[src/rtl/nibble_packer_432.sv]
// Collects 4-bit despreader symbols into 32-bit words, first nibble in bits [3:0].
// Full or flushed partial words sit in a one-word valid/ready output buffer.
module nibble_packer_432 #(
    parameter logic [3:0] PAD_NIBBLE = 4'h0
) (
    input  logic        inClk,
    input  logic        inReset,
    input  logic [3:0]  inNibble,
    input  logic        inNibbleValid,
    output logic        outNibbleReady,
    input  logic        inFlush,
    output logic [31:0] outWord,
    output logic        outWordValid,
    input  logic        inWordReady,
    output logic [3:0]  outNibbleCount,
    output logic [2:0]  outIndex
);

    localparam logic [31:0] PAD_WORD = {8{PAD_NIBBLE}};

    logic [31:0] acc_q, acc_d;
    logic [2:0]  idx_q, idx_d;
    logic [31:0] word_q, word_d;
    logic [3:0]  cnt_q, cnt_d;
    logic        wvalid_q, wvalid_d;
    logic        fpend_q, fpend_d;

    logic        space;
    logic        accept;
    logic        flush_req;
    logic [3:0]  n_fill;
    logic [31:0] acc_new;
    logic [31:0] padded;

    // A buffer that drains this cycle counts as free, so the 8th nibble never bubbles.
    assign space          = !wvalid_q || inWordReady;
    assign outNibbleReady = !inReset && !fpend_q && ((idx_q != 3'd7) || space);
    assign accept         = inNibbleValid && outNibbleReady;
    assign flush_req      = inFlush || fpend_q;
    assign n_fill         = {1'b0, idx_q} + {3'b000, accept};

    assign outWord        = word_q;
    assign outWordValid   = wvalid_q;
    assign outNibbleCount = cnt_q;
    assign outIndex       = idx_q;

    always_comb begin
        acc_new = acc_q;
        if (accept) acc_new[{idx_q, 2'b00} +: 4] = inNibble;
        padded = PAD_WORD;
        for (int k = 0; k < 8; k++) begin
            if (4'(k) < n_fill) padded[k*4 +: 4] = acc_new[k*4 +: 4];
        end
    end

    always_comb begin
        acc_d    = acc_new;
        idx_d    = idx_q + {2'b00, accept};
        word_d   = word_q;
        cnt_d    = cnt_q;
        wvalid_d = wvalid_q && !inWordReady;
        fpend_d  = fpend_q;
        if (n_fill == 4'd8) begin
            // Word complete; any same-cycle flush is absorbed here.
            word_d   = acc_new;
            cnt_d    = 4'd8;
            wvalid_d = 1'b1;
            idx_d    = 3'd0;
            acc_d    = PAD_WORD;
            fpend_d  = 1'b0;
        end else if (flush_req) begin
            if (n_fill == 4'd0) begin
                fpend_d = 1'b0;
            end else if (space) begin
                word_d   = padded;
                cnt_d    = n_fill;
                wvalid_d = 1'b1;
                idx_d    = 3'd0;
                acc_d    = PAD_WORD;
                fpend_d  = 1'b0;
            end else begin
                fpend_d = 1'b1;
            end
        end
    end

    always_ff @(posedge inClk) begin
        if (inReset) begin
            acc_q    <= PAD_WORD;
            idx_q    <= 3'd0;
            word_q   <= 32'h0;
            cnt_q    <= 4'd0;
            wvalid_q <= 1'b0;
            fpend_q  <= 1'b0;
        end else begin
            acc_q    <= acc_d;
            idx_q    <= idx_d;
            word_q   <= word_d;
            cnt_q    <= cnt_d;
            wvalid_q <= wvalid_d;
            fpend_q  <= fpend_d;
        end
    end

endmodule
[config.mk]
export PLATFORM = sky130hd
export DESIGN_NAME = nibble_packer_432
export DESIGN_NICKNAME = d
export VERILOG_FILES = /design/src/rtl/nibble_packer_432.sv
export SDC_FILE = /design/constraint.sdc
export NUM_CORES = 1
export LEC_CHECK = 0
export ABC_CLOCK_PERIOD_IN_PS = 3200
export CAP_MARGIN = 20
export CORE_UTILIZATION = 48
export DETAILED_ROUTE_END_ITERATION = 8
export PLACE_DENSITY_LB_ADDON = 0.3
export SYNTH_ARGS = -nofsm -noshare
export SYNTH_HDL_FRONTEND = slang
export SYNTH_SLANG_ARGS = --single-unit
[constraint.sdc]
create_clock -name inClk -period 3.2 [get_ports inClk]
set_clock_uncertainty 0.1 [all_clocks]
set_input_delay 0.48 -clock inClk [delete_from_list [all_inputs] [get_ports inClk]]
set_output_delay 0.48 -clock inClk [all_outputs]
set_load 0.01 [all_outputs]
==> results.txt, run 1 <==
TritonCTS buffer count: 9
vias per cell: 5.413
Cell Area, Synth: 2836 um2
Core ar.: 5608 um2
Clock Path Buffers: 2
simple-gate area share of the yosys netlist: 14.91%
area leader, netlist: dfxtp_1
Worst Path Arrival: 3.09 ns
Crit Path Class: in2reg
share of cells above drive strength 1: 13.25%
library cells used by synthesis: 46
most frequent cell after synthesis: dfxtp_1
final hold viol count: 0
status: finished, final reports clean
Starting Density: 50.58%
die footprint: 6220 um2
Worst-Margin Slew: 0.6614 ns
DIE WIDTH: 78.87 um
syn_nets: 279
number of global-route vias before repair: 2161
clock transition at the registers of the reported paths: 0.07 ns
Setup TNS: 0 ns
Final Hold Slack: 0.3654 ns
post-CTS sizing: 0
xor/xnor cell area share of the yosys netlist: 0.5734%
Tmin final: 2.911 ns
Seq/Total Area, Yosys: 51.52%
grt ovf: 0
first-pass GRT wire length: 10360 um
Max-Cap Viols: 0
post-synthesis mux area share: 12.09%
period utilization: 90.97%
Pleak: 0.001287 uW
Port Buffer Count: 49
FF+latch count, synth: 73
Synth Area in Adders: 2.647%
# clock sinks: 73
Post-synth top cells: 73 x dfxtp_1, 48 x nor2_1, 32 x mux2i_1
H-tree depth: 3
RSZ-0062 raised after global routing: no
Worst VDD drop: 0.0002685 V
Post-synth EDFFs: 0
synthesized area per cell: 10.74 um2
Async S/R FF share, synth: 0%
worst skew pair latency: 0.35 ns
Crit Path Max Fanout: 20
# DRC: 0
largest family of logic cells by synthesized area: compound AO/OA/AOI/OAI gates
Fmax: 0.3435 GHz
Area Growth Syn to Fin: 29.47%
HP Class: reg2reg
row count: 27
Total GRT Usage: 22.33%
Setup violations, final: 0
CTS tree: built
PD cells: 482.0 nW/um2
Critical Path RT: 3.38 ns
fin. max-slew vios: 0
setup bufs post-CTS: 0
Yosys top cell area share: 51.52%
largest net degree at the start of global routing: 24
CTS Hold Bufs: 0
wire length per cell: 15.75 um
RePlAce Congestion: 0.8445
I/O pin total: 50
DR vias: 2187
Synth Instances: 264
routed wire length: 6362 um
Total Nets Final: 342
relative slew slack: 55.61%
drt first pass iters: 4
1st-iter DRT viols: 145
largest cells by area after synthesis: dfxtp_1 52%, mux2i_1 11%, o2bb2ai_1 8.6%
Post-DP HPWL: 4416 um
Detail Route Antenna Nets: 0
chip height: 78.87 um
initial antenna violation count: 0
Post-synth top flop: dfxtp_1
Synth Warn #: 0
CP Launch Type: primary input
CTS root buffer: clkbuf_8
Ant. Diodes: 0
complex-gate fraction of the synthesized area: 15.22%
Critical Path Sink Type: flip-flop
==> per-layer routing <==
layer  part of all wire [%]  global-route usage, %  wire length, um  vias up
li1                       -                      -                -     1078
met1                     46                  28.54             2903     1034
met2                     47                  35.57             2980       64
met3                    5.5                  5.632              352       11
met4                    2.0                  10.00              126        0
met5                      0                      0                0        -
==> state kept, by name, indices dropped and copies added, names as in the netlist <==
register / cells
acc_q: 32
fpend_q: 1
outIndex: 3
outNibbleCount: 4
outWord: 32
outWordValid: 1
==> layout make-up <==
cell class,count,area (um2)
Inverter,5,18.77
Multi-Input combinational cell,172,1289
Clock inverter,6,57.56
Timing Repair Buffer,66,618.1
Clock buffer,10,137.6
Tap cell,72,90.09
Fill cell,467,1936
Sequential cell,73,1461
==> power breakdown <==
| part | leakage [uW] | switching (uW) | internal, uW |
|---|---|---|---|
| registers | 0.000589 | 5.41 | 918 |
| clock network | 0.000102 | 336 | 375 |
| logic | 0.000596 | 78.5 | 56.6 |
==> cells in the final DEF (no fill, tap or decap), types with 2 or more instances in the layout <==
master / instances
clkbuf_8: 10
nor3_1: 3
nor3b_1: 2
nor2_1: 48
a21oi_1: 2
inv_1: 5
a211oi_1: 6
o2bb2ai_1: 28
dfxtp_1: 73
clkinv_2: 4
clkdlybuf4s50_1: 49
o21ai_0: 2
nand2b_1: 4
a211o_1: 2
nor4_4: 3
buf_4: 17
a22oi_1: 2
ha_1: 6
nand2_1: 6
mux2i_1: 32
==> path summary, 6_finish.rpt <==
kind	from	depth (start not counted)	slack [ns]	endpoint
setup / recovery	inWordReady	11	0.29	acc_q[4]
hold / removal	outWord[13]	1	0.37	outWord[13]
setup reg to reg	outIndex[0]	11	0.30	acc_q[4]
hold reg to reg	outWord[13]	1	0.37	outWord[13]
==> worst max-delay path, cell delays in order <==
cell and delay [ns]:
clkdlybuf4s50_1 0.42, and4b_4 0.33, and2b_1 0.19, ha_1 0.20, ha_1 0.31, nor2_1 0.18, nand2_2 0.18, a21boi_0 0.34
nand2b_1 0.12, buf_4 0.22, nor2_1 0.13
==> cells by family (layout without fill, tap and decap cells) <==
kind of cell | Yosys count | in the layout
adders and majority gates | 6 | 6
AOI/OAI and AO/OA | 53 | 53
and+or+nand+nor | 79 | 79
xor gates and xnor gates | 1 | 1
muxes | 33 | 33
buffers and inverters | 19 | 87
DFF | 73 | 73
==> metrics by stage <==
step                cell area [um2]  utilization (%)  setup slack (ns)  total power (uW)  std cells
CTS                            3672            65.48            0.3192              1777        404
global placement               3477            62.00           0.08679              1075        388
detailed placement             3477            62.00          0.004491              1078        388
global route                   3672            65.48            0.1272              1839        404
finish                         3672            65.48            0.2890              1770        404
floorplan                      2836                -            0.2835              1022        264
No activity file was read; power rests on OpenSTA's default activity.
==> run 2: changes to the inputs <==
--- a/config.mk
+++ b/config.mk
@@ -5,9 +5,10 @@
 export SDC_FILE = /design/constraint.sdc
 export NUM_CORES = 1
 export LEC_CHECK = 0
-export ABC_CLOCK_PERIOD_IN_PS = 3200
+export ABC_CLOCK_PERIOD_IN_PS = 3600
 export CAP_MARGIN = 20
-export CORE_UTILIZATION = 48
+export CORE_UTILIZATION = 56
+export CTS_CLUSTER_DIAMETER = 50
 export DETAILED_ROUTE_END_ITERATION = 8
 export PLACE_DENSITY_LB_ADDON = 0.3
 export SYNTH_ARGS = -nofsm -noshare
==> constraint.sdc (replaced) <==
create_clock -name inClk -period 3.6 [get_ports inClk]
set_clock_uncertainty 0.1 [all_clocks]
set_input_delay 0.54 -clock inClk [delete_from_list [all_inputs] [get_ports inClk]]
set_output_delay 0.54 -clock inClk [all_outputs]
set_load 0.01 [all_outputs]
==> run 2 against run 1 <==
Wire length fell by 4.2%. Register-to-register slack improved by 0.21 ns. Sequential power fell by 11%. Sequential share of layout area rose by 0.83 points. Total power fell by 12%. First-iteration DRC count fell by 4.1%. Design area fell by 2.0%. Global-route usage rose by 2.4 points. Setup slack improved by 0.15 ns.
==> results.txt, run 2 (synthesis results as in run 1) <==
status: finished, final reports clean (unchanged)
Total GRT Usage: 24.71% (was 22.33%)
Worst VDD drop: 0.0003118 V (was 0.0002685 V)
Ant. Diodes: 0 (unchanged)
final hold viol count: 0 (unchanged)
drt first pass iters: 5 (was 4)
Post-DP HPWL: 4211 um (was 4416 um)
Worst Path Arrival: 3.34 ns (was 3.09 ns)
Critical Path Sink Type: flip-flop (unchanged)
Detail Route Antenna Nets: 0 (unchanged)
grt ovf: 0 (unchanged)
Setup violations, final: 0 (unchanged)
setup bufs post-CTS: 0 (unchanged)
PD cells: 434.3 nW/um2 (was 482.0 nW/um2)
RSZ-0062 raised after global routing: no (unchanged)
share of cells above drive strength 1: 9.627% (was 13.25%)
Core ar.: 4786 um2 (was 5608 um2)
# clock sinks: 73 (unchanged)
CP Launch Type: primary input (unchanged)
Reg2Reg Depth: 11 (unchanged)
Fmax: 0.3166 GHz
Critical Path RT: 3.78 ns (was 3.38 ns)
row count: 25 (was 27)
area of the multi-input gates: 1289 um2 (unchanged)
CTS Hold Bufs: 0 (unchanged)
chip height: 73.17 um (was 78.87 um)
1st-iter DRT viols: 139 (was 145)
Area Growth Syn to Fin: 26.82% (was 29.47%)
relative slew slack: 57.42% (was 55.61%)
clock transition at the registers of the reported paths: 0.07 ns (about the same)
vias per cell: 5.612 (was 5.413)
fin. max-slew vios: 0 (unchanged)
post-CTS sizing: 0 (unchanged)
Crit Path Class: in2reg (unchanged)
CTS tree: built (unchanged)
# DRC: 0 (unchanged)
Crit Path Max Fanout: 24 (was 20)
Tmin final: 3.159 ns
die footprint: 5354 um2 (was 6220 um2)
period utilization: 87.75%
commonest non-fill, non-tap cell in the layout: dfxtp_1 (unchanged)
routed wire length: 6094 um (was 6362 um)
number of global-route vias before repair: 1964 (was 2161)
largest net degree at the start of global routing: 29 (was 24)
Clock Path Buffers: 2 (unchanged)
Total Nets Final: 332 (was 342)
fillcell total: 342 (was 467)
Port Buffer Count: 49 (unchanged)
wire length per cell: 15.67 um (was 15.75 um)
register area: 1461 um2 (unchanged)
worst hold stages: 1 (unchanged)
Pleak: 0.001239 uW (was 0.001287 uW)
first-pass GRT wire length: 9708 um (was 10360 um)
most frequent cells in the layout: 73 x dfxtp_1, 49 x clkdlybuf4s50_1, 48 x nor2_1, 32 x mux2i_1, 28 x o2bb2ai_1 (unchanged)
Starting Density: 59.27% (was 50.58%)
CTS root buffer: clkbuf_8 (unchanged)
Setup TNS: 0 ns (unchanged)
I/O pin total: 50 (unchanged)
DR vias: 2183 (was 2187)
TritonCTS buffer count: 9 (unchanged)
worst skew pair latency: 0.35 ns (about the same)
Worst-Margin Slew: 0.6344 ns (was 0.6614 ns)
Power, Total: 1562 uW (was 1770 uW)
HP Class: reg2reg (unchanged)
DIE WIDTH: 73.17 um (was 78.87 um)
H-tree depth: 3 (unchanged)
Max-Cap Viols: 0 (unchanged)
RePlAce Congestion: 0.9148 (was 0.8445)
initial antenna violation count: 0 (unchanged)
[run 2: critical path, cell delays in order]
cell	delay (ns)
clkdlybuf4s50_1	0.42
and4b_4	0.33
and2b_1	0.19
ha_1	0.19
ha_1	0.33
nor2_1	0.25
nand2_2	0.20
a21boi_0	0.37
nand2b_1	0.12
buf_4	0.23
nor2_1	0.13
[run 2: final cells by class]
type | count | share of cell area, %
tap | 67 | 2.330
multi-input combinational | 172 | 35.83
inverter | 5 | 0.5217
timing repair buffer | 56 | 15.44
clock buffer | 13 | 4.139
sequential | 73 | 40.63
clock inverter | 3 | 1.113
[run 2: layer usage]
layer	part of all wire, %	track usage, %
met3	4.7	5.663
met4	1.6	11.76
met2	46	37.96
met5	0	0
met1	48	32.84
[run 2: path summary, 6_finish.rpt]
path              slack [ns]        start          end
setup / recovery        0.44  inWordReady    acc_q[29]
hold / removal          0.37  outWord[24]  outWord[24]
setup reg to reg        0.51  outIndex[0]    acc_q[29]
hold reg to reg         0.37  outWord[24]  outWord[24]
[run 2: power by group]
part           leakage [uW]  internal, uW  total (uW)  switching (uW)
Sequential         0.000589           816         820            4.71
Clock             0.0000974           338         626             288
Combinational      0.000553          47.6         116            68.1
[run 2: metrics by stage]
| stage | utilization (%) | hold WS (ns) | setup WS [ns] | instances | cell area (um2) |
|---|---|---|---|---|---|
| 4_1_cts | 75.16 | 0.3715 | 0.5061 | 389 | 3597 |
| 3_5_place_dp | 71.22 | 0.3466 | 0.1530 | 373 | 3408 |
| 3_3_place_gp | 71.22 | 0.3458 | 0.2672 | 373 | 3408 |
| 5_1_grt | 75.16 | 0.3815 | 0.2882 | 389 | 3597 |
| 6_report | 75.16 | 0.3660 | 0.4411 | 389 | 3597 |
| 2_1_floorplan | - | 0.3558 | 0.6835 | 264 | 2836 |
